`src/rtl/led_mode_ctrl_if.sv`:
```
// rtl/led_mode_ctrl_if.sv - key, brightness and duty/status bundle of the LED mode controller
interface led_mode_ctrl_if;
    logic        key_mode;
    logic        key_pause;
    logic [7:0]  bright_level;
    logic [31:0] duty_bus;
    logic [1:0]  mode_out;
    logic        paused;
    logic        tick;

    modport master (
        output key_mode, key_pause, bright_level,
        input  duty_bus, mode_out, paused, tick
    );

    modport slave (
        input  key_mode, key_pause, bright_level,
        output duty_bus, mode_out, paused, tick
    );
endinterface

```
`src/rtl/led_mode_ctrl.sv`:
```
// rtl/led_mode_ctrl.sv - display mode FSM, step prescaler and per-channel duty generation for four PWM LEDs
module led_mode_ctrl #(
    parameter int STEP_N    = 187500,
    parameter int CHASE_DIV = 32
) (
    input  logic            clk,
    input  logic            rst_n,
    led_mode_ctrl_if.slave  bus
);
    localparam int PW = $clog2(STEP_N);
    localparam int CW = (CHASE_DIV > 1) ? $clog2(CHASE_DIV) : 1;
    localparam logic [PW-1:0] PRESC_LAST = PW'(STEP_N - 1);
    localparam logic [CW-1:0] CHASE_LAST = CW'(CHASE_DIV - 1);

    typedef enum logic [1:0] {
        MODE_OFF    = 2'd0,
        MODE_STEADY = 2'd1,
        MODE_BREATH = 2'd2,
        MODE_CHASE  = 2'd3
    } mode_e;

    mode_e         mode_q, mode_d;
    logic          paused_q, paused_d;
    logic [PW-1:0] presc_q, presc_d;
    logic [7:0]    level_q, level_d;
    logic          dir_down_q, dir_down_d;
    logic [1:0]    idx_q, idx_d;
    logic [CW-1:0] chase_cnt_q, chase_cnt_d;
    logic [31:0]   duty_q, duty_d;

    logic raw_strobe;
    logic animated;
    logic tick;

    always_comb begin
        raw_strobe  = (presc_q == PRESC_LAST);
        animated    = (mode_q == MODE_BREATH) || (mode_q == MODE_CHASE);
        tick        = raw_strobe && !paused_q && animated;

        mode_d      = mode_q;
        paused_d    = paused_q;
        presc_d     = raw_strobe ? '0 : presc_q + 1'b1;
        level_d     = level_q;
        dir_down_d  = dir_down_q;
        idx_d       = idx_q;
        chase_cnt_d = chase_cnt_q;

        // A mode change restarts every animation and overrides a coincident pause key.
        if (bus.key_mode) begin
            mode_d      = mode_e'(mode_q + 2'd1);
            paused_d    = 1'b0;
            presc_d     = '0;
            level_d     = 8'd0;
            dir_down_d  = 1'b0;
            idx_d       = 2'd0;
            chase_cnt_d = '0;
        end else begin
            if (bus.key_pause && animated) begin
                paused_d = !paused_q;
            end
            if (tick && (mode_q == MODE_BREATH)) begin
                // Direction flips on the value reached, so the level never wraps past 0/255.
                if (!dir_down_q) begin
                    level_d = level_q + 8'd1;
                    if (level_q == 8'd254) dir_down_d = 1'b1;
                end else begin
                    level_d = level_q - 8'd1;
                    if (level_q == 8'd1) dir_down_d = 1'b0;
                end
            end
            if (tick && (mode_q == MODE_CHASE)) begin
                if (chase_cnt_q == CHASE_LAST) begin
                    chase_cnt_d = '0;
                    idx_d       = idx_q + 2'd1;
                end else begin
                    chase_cnt_d = chase_cnt_q + 1'b1;
                end
            end
        end

        duty_d = 32'd0;
        case (mode_q)
            MODE_OFF:    duty_d = 32'd0;
            MODE_STEADY: duty_d = {4{bus.bright_level}};
            MODE_BREATH: duty_d = {~level_q, level_q, ~level_q, level_q};
            MODE_CHASE:  duty_d = 32'h0000_00FF << {idx_q, 3'b000};
            default:     duty_d = 32'd0;
        endcase
    end

    always_ff @(posedge clk or negedge rst_n) begin
        if (!rst_n) begin
            mode_q      <= MODE_OFF;
            paused_q    <= 1'b0;
            presc_q     <= '0;
            level_q     <= 8'd0;
            dir_down_q  <= 1'b0;
            idx_q       <= 2'd0;
            chase_cnt_q <= '0;
            duty_q      <= 32'd0;
        end else begin
            mode_q      <= mode_d;
            paused_q    <= paused_d;
            presc_q     <= presc_d;
            level_q     <= level_d;
            dir_down_q  <= dir_down_d;
            idx_q       <= idx_d;
            chase_cnt_q <= chase_cnt_d;
            duty_q      <= duty_d;
        end
    end

    assign bus.duty_bus = duty_q;
    assign bus.mode_out = mode_q;
    assign bus.paused   = paused_q;
    assign bus.tick     = tick;
endmodule

```
`src/flat_wrapper.sv`:
```
// flat-port wrapper written by rule: the top's interface ports become plain ports
module led_mode_ctrl_flat 
#(
    parameter int STEP_N    = 187500,
    parameter int CHASE_DIV = 32
)
  (clk, rst_n, bus_key_mode, bus_key_pause, bus_bright_level, bus_duty_bus, bus_mode_out, bus_paused, bus_tick);
  led_mode_ctrl_if bus_i ();
  input  logic clk;
  input  logic rst_n;
  input wire logic [$bits(bus_i.key_mode)-1:0] bus_key_mode;
  input wire logic [$bits(bus_i.key_pause)-1:0] bus_key_pause;
  input wire logic [$bits(bus_i.bright_level)-1:0] bus_bright_level;
  output wire logic [$bits(bus_i.duty_bus)-1:0] bus_duty_bus;
  output wire logic [$bits(bus_i.mode_out)-1:0] bus_mode_out;
  output wire logic [$bits(bus_i.paused)-1:0] bus_paused;
  output wire logic [$bits(bus_i.tick)-1:0] bus_tick;
  assign bus_i.key_mode = bus_key_mode;
  assign bus_i.key_pause = bus_key_pause;
  assign bus_i.bright_level = bus_bright_level;
  assign bus_duty_bus = bus_i.duty_bus;
  assign bus_mode_out = bus_i.mode_out;
  assign bus_paused = bus_i.paused;
  assign bus_tick = bus_i.tick;
  led_mode_ctrl #(.STEP_N(STEP_N), .CHASE_DIV(CHASE_DIV)) u_core (.clk(clk), .rst_n(rst_n), .bus(bus_i));
endmodule
```
`config.mk`:
```
export PLATFORM = sky130hd
export DESIGN_NAME = led_mode_ctrl_flat
export DESIGN_NICKNAME = d
export VERILOG_FILES = /design/src/rtl/led_mode_ctrl_if.sv /design/src/rtl/led_mode_ctrl.sv /design/src/flat_wrapper.sv
export SDC_FILE = /design/constraint.sdc
export NUM_CORES = 1
export LEC_CHECK = 0
export ABC_AREA = 1
export CAP_MARGIN = 30
export CELL_PAD_IN_SITES_DETAIL_PLACEMENT = 1
export CELL_PAD_IN_SITES_GLOBAL_PLACEMENT = 1
export CORE_MARGIN = 5
export CORE_UTILIZATION = 30
export CTS_CLUSTER_DIAMETER = 30
export DETAILED_ROUTE_END_ITERATION = 10
export PLACE_DENSITY_LB_ADDON = 0.12
export SLEW_MARGIN = 10
export SYNTH_ARGS = -nofsm -noshare
export SYNTH_HDL_FRONTEND = slang
export SYNTH_SLANG_ARGS = --single-unit
```
`constraint.sdc`:
```
create_clock -name clk -period 4.34 [get_ports clk]
set_input_delay 0.434 -clock clk [delete_from_list [all_inputs] [get_ports clk]]
set_output_delay 0.434 -clock clk [all_outputs]
set_load 0.02 [all_outputs]
```
## Word level (Yosys, flattened, before mapping)

Index checks and enable logic that the tools add are counted.

- Bits in registers: 69
- Bits of input ports: 12
- Output and inout port bits: 36
- Word-level logic and storage cells: 55

- $add $sub $neg: 6
- Shift operators: 1
- Equal/unequal tests: 7
- Multiplexer cells: 19
- Bitwise gates (word level): 1
- Reductions and logical operators: 13

Operators by type and width:

| kind | number |
|---|---|
| 32-bit case mux with 4 select lines | 1 |
| 18-bit 2-to-1 mux | 2 |
| 8-bit by 5-bit left shift with 32-bit output, first input constant | 1 |
| 8-bit 2-to-1 mux | 3 |
| 18-bit by 1-bit adder with 18-bit output, second input constant | 1 |
| 18-bit equality test, second input constant | 1 |
| 5-bit 2-to-1 mux | 3 |
| 8-bit by 1-bit adder with 8-bit output, second input constant | 1 |
| 8-bit by 1-bit equality test with 1-bit output, second input constant | 1 |
| 8-bit equality test, second input constant | 1 |
| 8-bit inverter | 1 |
| 2-bit nonzero test | 4 |
| 8-bit by 1-bit subtractor with 8-bit output, second input constant | 1 |
| 1-bit 2-to-1 mux | 7 |
| 2-bit 2-to-1 mux | 3 |
| 5-bit by 1-bit adder with 5-bit output, second input constant | 1 |
| 5-bit equality test, second input constant | 1 |
| 1-bit logical AND | 5 |
| 2-bit by 1-bit adder with 2-bit output, second input constant | 2 |
| 2-bit equality test, second input constant | 2 |
| 2-bit by 1-bit equality test with 1-bit output, second input constant | 1 |
| 2-bit logical NOT | 1 |
| 2-bit AND reduction | 1 |
| 1-bit logical NOT | 1 |
| 1-bit logical OR | 1 |

## Longest topological paths before layout

- Word-level depth: 6
- Mapped depth: 11
- Gate-level depth less buffers: 10

## Least setup slack after synthesis

OpenSTA, ideal clock, no wires.

- Kind: register to output
- Start point: register u_core.mode_q[0], in the netlist u_core.bus.mode_out[0]
- End point: output bus_tick
- Arrival: 1.451 ns
- Setup slack: 2.455 ns
- Buffers on the path: 1
- Stages on the path, launching flop included: 8
- Path through: dfrtp_1 > inv_1 > ha_1 > buf_2 > nor2_1 > nor2_2 > nand3_4 > inv_1

- Word-level cells in the longest chain between the ends: 3

RTL lines:

| what | line | RTL |
|---|---|---|
| start: declaration | led_mode_ctrl.sv:22 | `mode_e mode_q, mode_d;` |
| start signal: assignment | led_mode_ctrl.sv:102 | `mode_q <= mode_d;` |
| 2-bit equality test | led_mode_ctrl.sv:37 | `animated = (mode_q == MODE_BREATH) \|\| (mode_q == MODE_CHASE);` |
| 1-bit logical OR (*) | led_mode_ctrl.sv:37 |  |
| 1-bit logical AND (*) | led_mode_ctrl.sv:38 | `tick = raw_strobe && !paused_q && animated;` |
| end: declaration | flat_wrapper.sv:17 | `output wire logic [$bits(bus_i.tick)-1:0] bus_tick;` |

Mark *: on every way between the ends. The rest lies on a longest branch, timed or not.

## Worst setup path after layout

Ends and elaborated chain as after synthesis.

==> impl_metrics.ini <==
[clocking]
cts_hold_buf = 0
ctsLongestPathBuffers = 2
cts_sinks = 69
cts_tree = done
clk_pin_slew_ns = 0.06
htree_levels = 3
cts_made_buffers = 9
clk_latency_ns = 0.34
cts_resized = 0
postCtsSetupBuffers = 0
cts_root_buffer = clkbuf_16

[setup_path]
slowest_stage = clkdlybuf4s50_1
critPathKind = reg -> out
crit_arrival_ns = 2.45
cp_slowest_stage_delay_ns = 0.60
end_kind = primary output
path_cells = inv_1 > ha_1 > nor2_1 > nor2_2 > nand3_4 > inv_1 > clkdlybuf4s50_1
cp_max_fo = 10
crit_top_cell = inv_1
start_kind = flip-flop
cp_top_family = buffers and inverters
crit_buf_inv = 3
cp_data_required_time_ns = 3.91

[run]
drv_cap = 0

[routing]
wl_um = 9710
wl_per_cell_um = 15.0
firstDrtPassIters = 4
antenna_left = 0
num_vias = 3036
routed_via_density = 4.69
drt_iter0_drc = 86
drcViolationCount = 0

[grt]
track_usage_pct = 14.3
antenna_found_initial = 0
grt.overflow.total = 0
grt_pass1_vias = 3175
grt_pass1_wl_um = 16300
grt_max_degree = 42

[floorplanning]
die-area_sq_um = 14600
dieWidth_um = 121
start_util_pct = 30.7
die_h_um = 121
core_area_sq_um = 12000
rows = 40
ios = 48

[run_status]
status = finished clean

[sta]
timing.final.max_slew_violations = 0
tightest_slew_ns = 0.760
rsz0062_at_grt = false
hold_viol_final = 0
clock_skew_ns = 0.00643
period_share_pct = 66.4
slew_headroom_pct = 49.3
period_minus_slack_ns = 2.88
fin_tns_setup_ns = 0
setup_violations = 0
fmax_mhz = 347

[yosys]
ys_seq_area_share_pct = 46.9
synth_nets = 477
synth_top_family_by_area = simple AND/OR/NAND/NOR gates
yosys_warnings = 0
synth_mux_area_share_pct = 0
syn_inst = 450
synth_adder_area_share_pct = 5.10
synth.top_cell.area_share_pct = 46.9
syn_area_sq_um = 3680
ys_top_cells_by_area = dfrtp_1 (47%), nand2_1 (9.0%), inv_1 (8.3%)
synth-compound-area-share_pct = 9.85
synth_seq_cells = 69
synth_xor_area_share_pct = 2.85
synthSimpleGateAreaFrac_pct = 25.1
synth_area_per_cell_sq_um = 8.19
yosys.area.top_type = dfrtp_1
post_synth_num_cell_types = 34

[cells_and_area]
syn_to_final_growth_pct = 23.9
mostFrequentLayoutCell = nand2_1
diodes = 0
design_area_sq_um = 4560
fin_nets = 523
final_cell_mix = nand2_1 (88), inv_1 (81), dfrtp_1 (69), clkdlybuf4s50_1 (46), nor2_1 (40)
post-route-util_pct = 38.0
drive_gt1_share_pct = 8.18

[pwr]
p_leak_nw = 2.46
powerDensity_nw_per_um2 = 527
vdd.ir_drop.worst_v = 0.000152

[placement]
portBuffers = 47
dpl.hpwl_um = 7370
placed_cell_area_sq_um = 4290
place_congestion = 0.785

[worst_hold_path]
hold_class = in -> async
[state kept, by name, indices dropped and copies added (netlist names)]
signal / flops
u_core.bus.duty_bus: 32
u_core.bus.paused: 1
u_core.dir_down_q: 1
u_core.bus.mode_out: 2
u_core.level_q: 8
u_core.presc_q: 18
u_core.chase_cnt_q: 5
u_core.idx_q: 2
[final timing paths]
kind                                        startpoint                 endpoint  slack, ns  depth (start not counted)
min in group clk                     u_core.presc_q[0]        u_core.presc_q[0]       0.47                          1
worst min register to register       u_core.presc_q[0]        u_core.presc_q[0]       0.47                          1
worst max register to register  u_core.bus.mode_out[0]        u_core.level_q[1]       2.39                          8
worst max-delay path            u_core.bus.mode_out[0]                 bus_tick       1.46                          7
max in group asynchronous                        rst_n  u_core.bus.duty_bus[16]       3.22                          2
worst min-delay path                             rst_n       u_core.presc_q[17]       0.14                          1
[synth_stat cells, drive strengths merged]
cell and count:
nand3 23, nand4 12, or2 1, o31ai 12
nor2 46, and2 1, inv 86, and3 2
a31oi 1, ha 15, nand2 94, clkbuf 8
xor2 10, xnor2 2, nand3b 2, o21ai 44
nor3b 2, buf 5, o211a 1, dfrtp 69
a21oi 5, nor3 9
[cells by family after synthesis]
logic type / Yosys count
buffers and inverters: 99
and+or+nand+nor: 192
adders and majority gates: 15
AOI/OAI and AO/OA: 63
xor gates and xnor gates: 12
DFF: 69
[per-layer routing]
| layer | GRT usage, % | part of all wire [%] | vias to the layer above | routed length (um) |
|---|---|---|---|---|
| met3 | 2.62 | 3.3 | 14 | 316 |
| met5 | 0 | 0 | - | 0 |
| li1 | - | - | 1510 | - |
| met4 | 6.80 | 2.1 | 0 | 205 |
| met2 | 22.1 | 45 | 41 | 4360 |
| met1 | 19.4 | 50 | 1471 | 4820 |
[final cells by class]
| type | count | area, sq um |
|---|---|---|
| tap | 147 | 184 |
| multi-input combinational | 282 | 1580 |
| clock inverter | 6 | 38.8 |
| inverter | 86 | 323 |
| clock buffer | 10 | 239 |
| timing repair buffer | 48 | 473 |
| fill | 1418 | 7450 |
| sequential | 69 | 1730 |
[power breakdown]
group | total (mW) | internal, mW | leakage, nW | switching (mW)
logic | 0.873 | 0.346 | 1.40 | 0.526
clock network | 0.691 | 0.400 | 0.134 | 0.292
registers | 0.841 | 0.783 | 0.926 | 0.0577
[stage by stage]
stage	cells	worst slack (ns)	power, mW	hold WS (ns)
after detailed placement	632	1.81	1.75	0.460
after global placement	632	1.91	1.72	0.442
after floorplan	450	2.45	1.34	0.138
after global routing	648	1.28	2.57	0.210
after CTS	648	1.42	2.45	0.177
final	648	1.46	2.41	0.140
No activity file was read; power rests on OpenSTA's default activity.
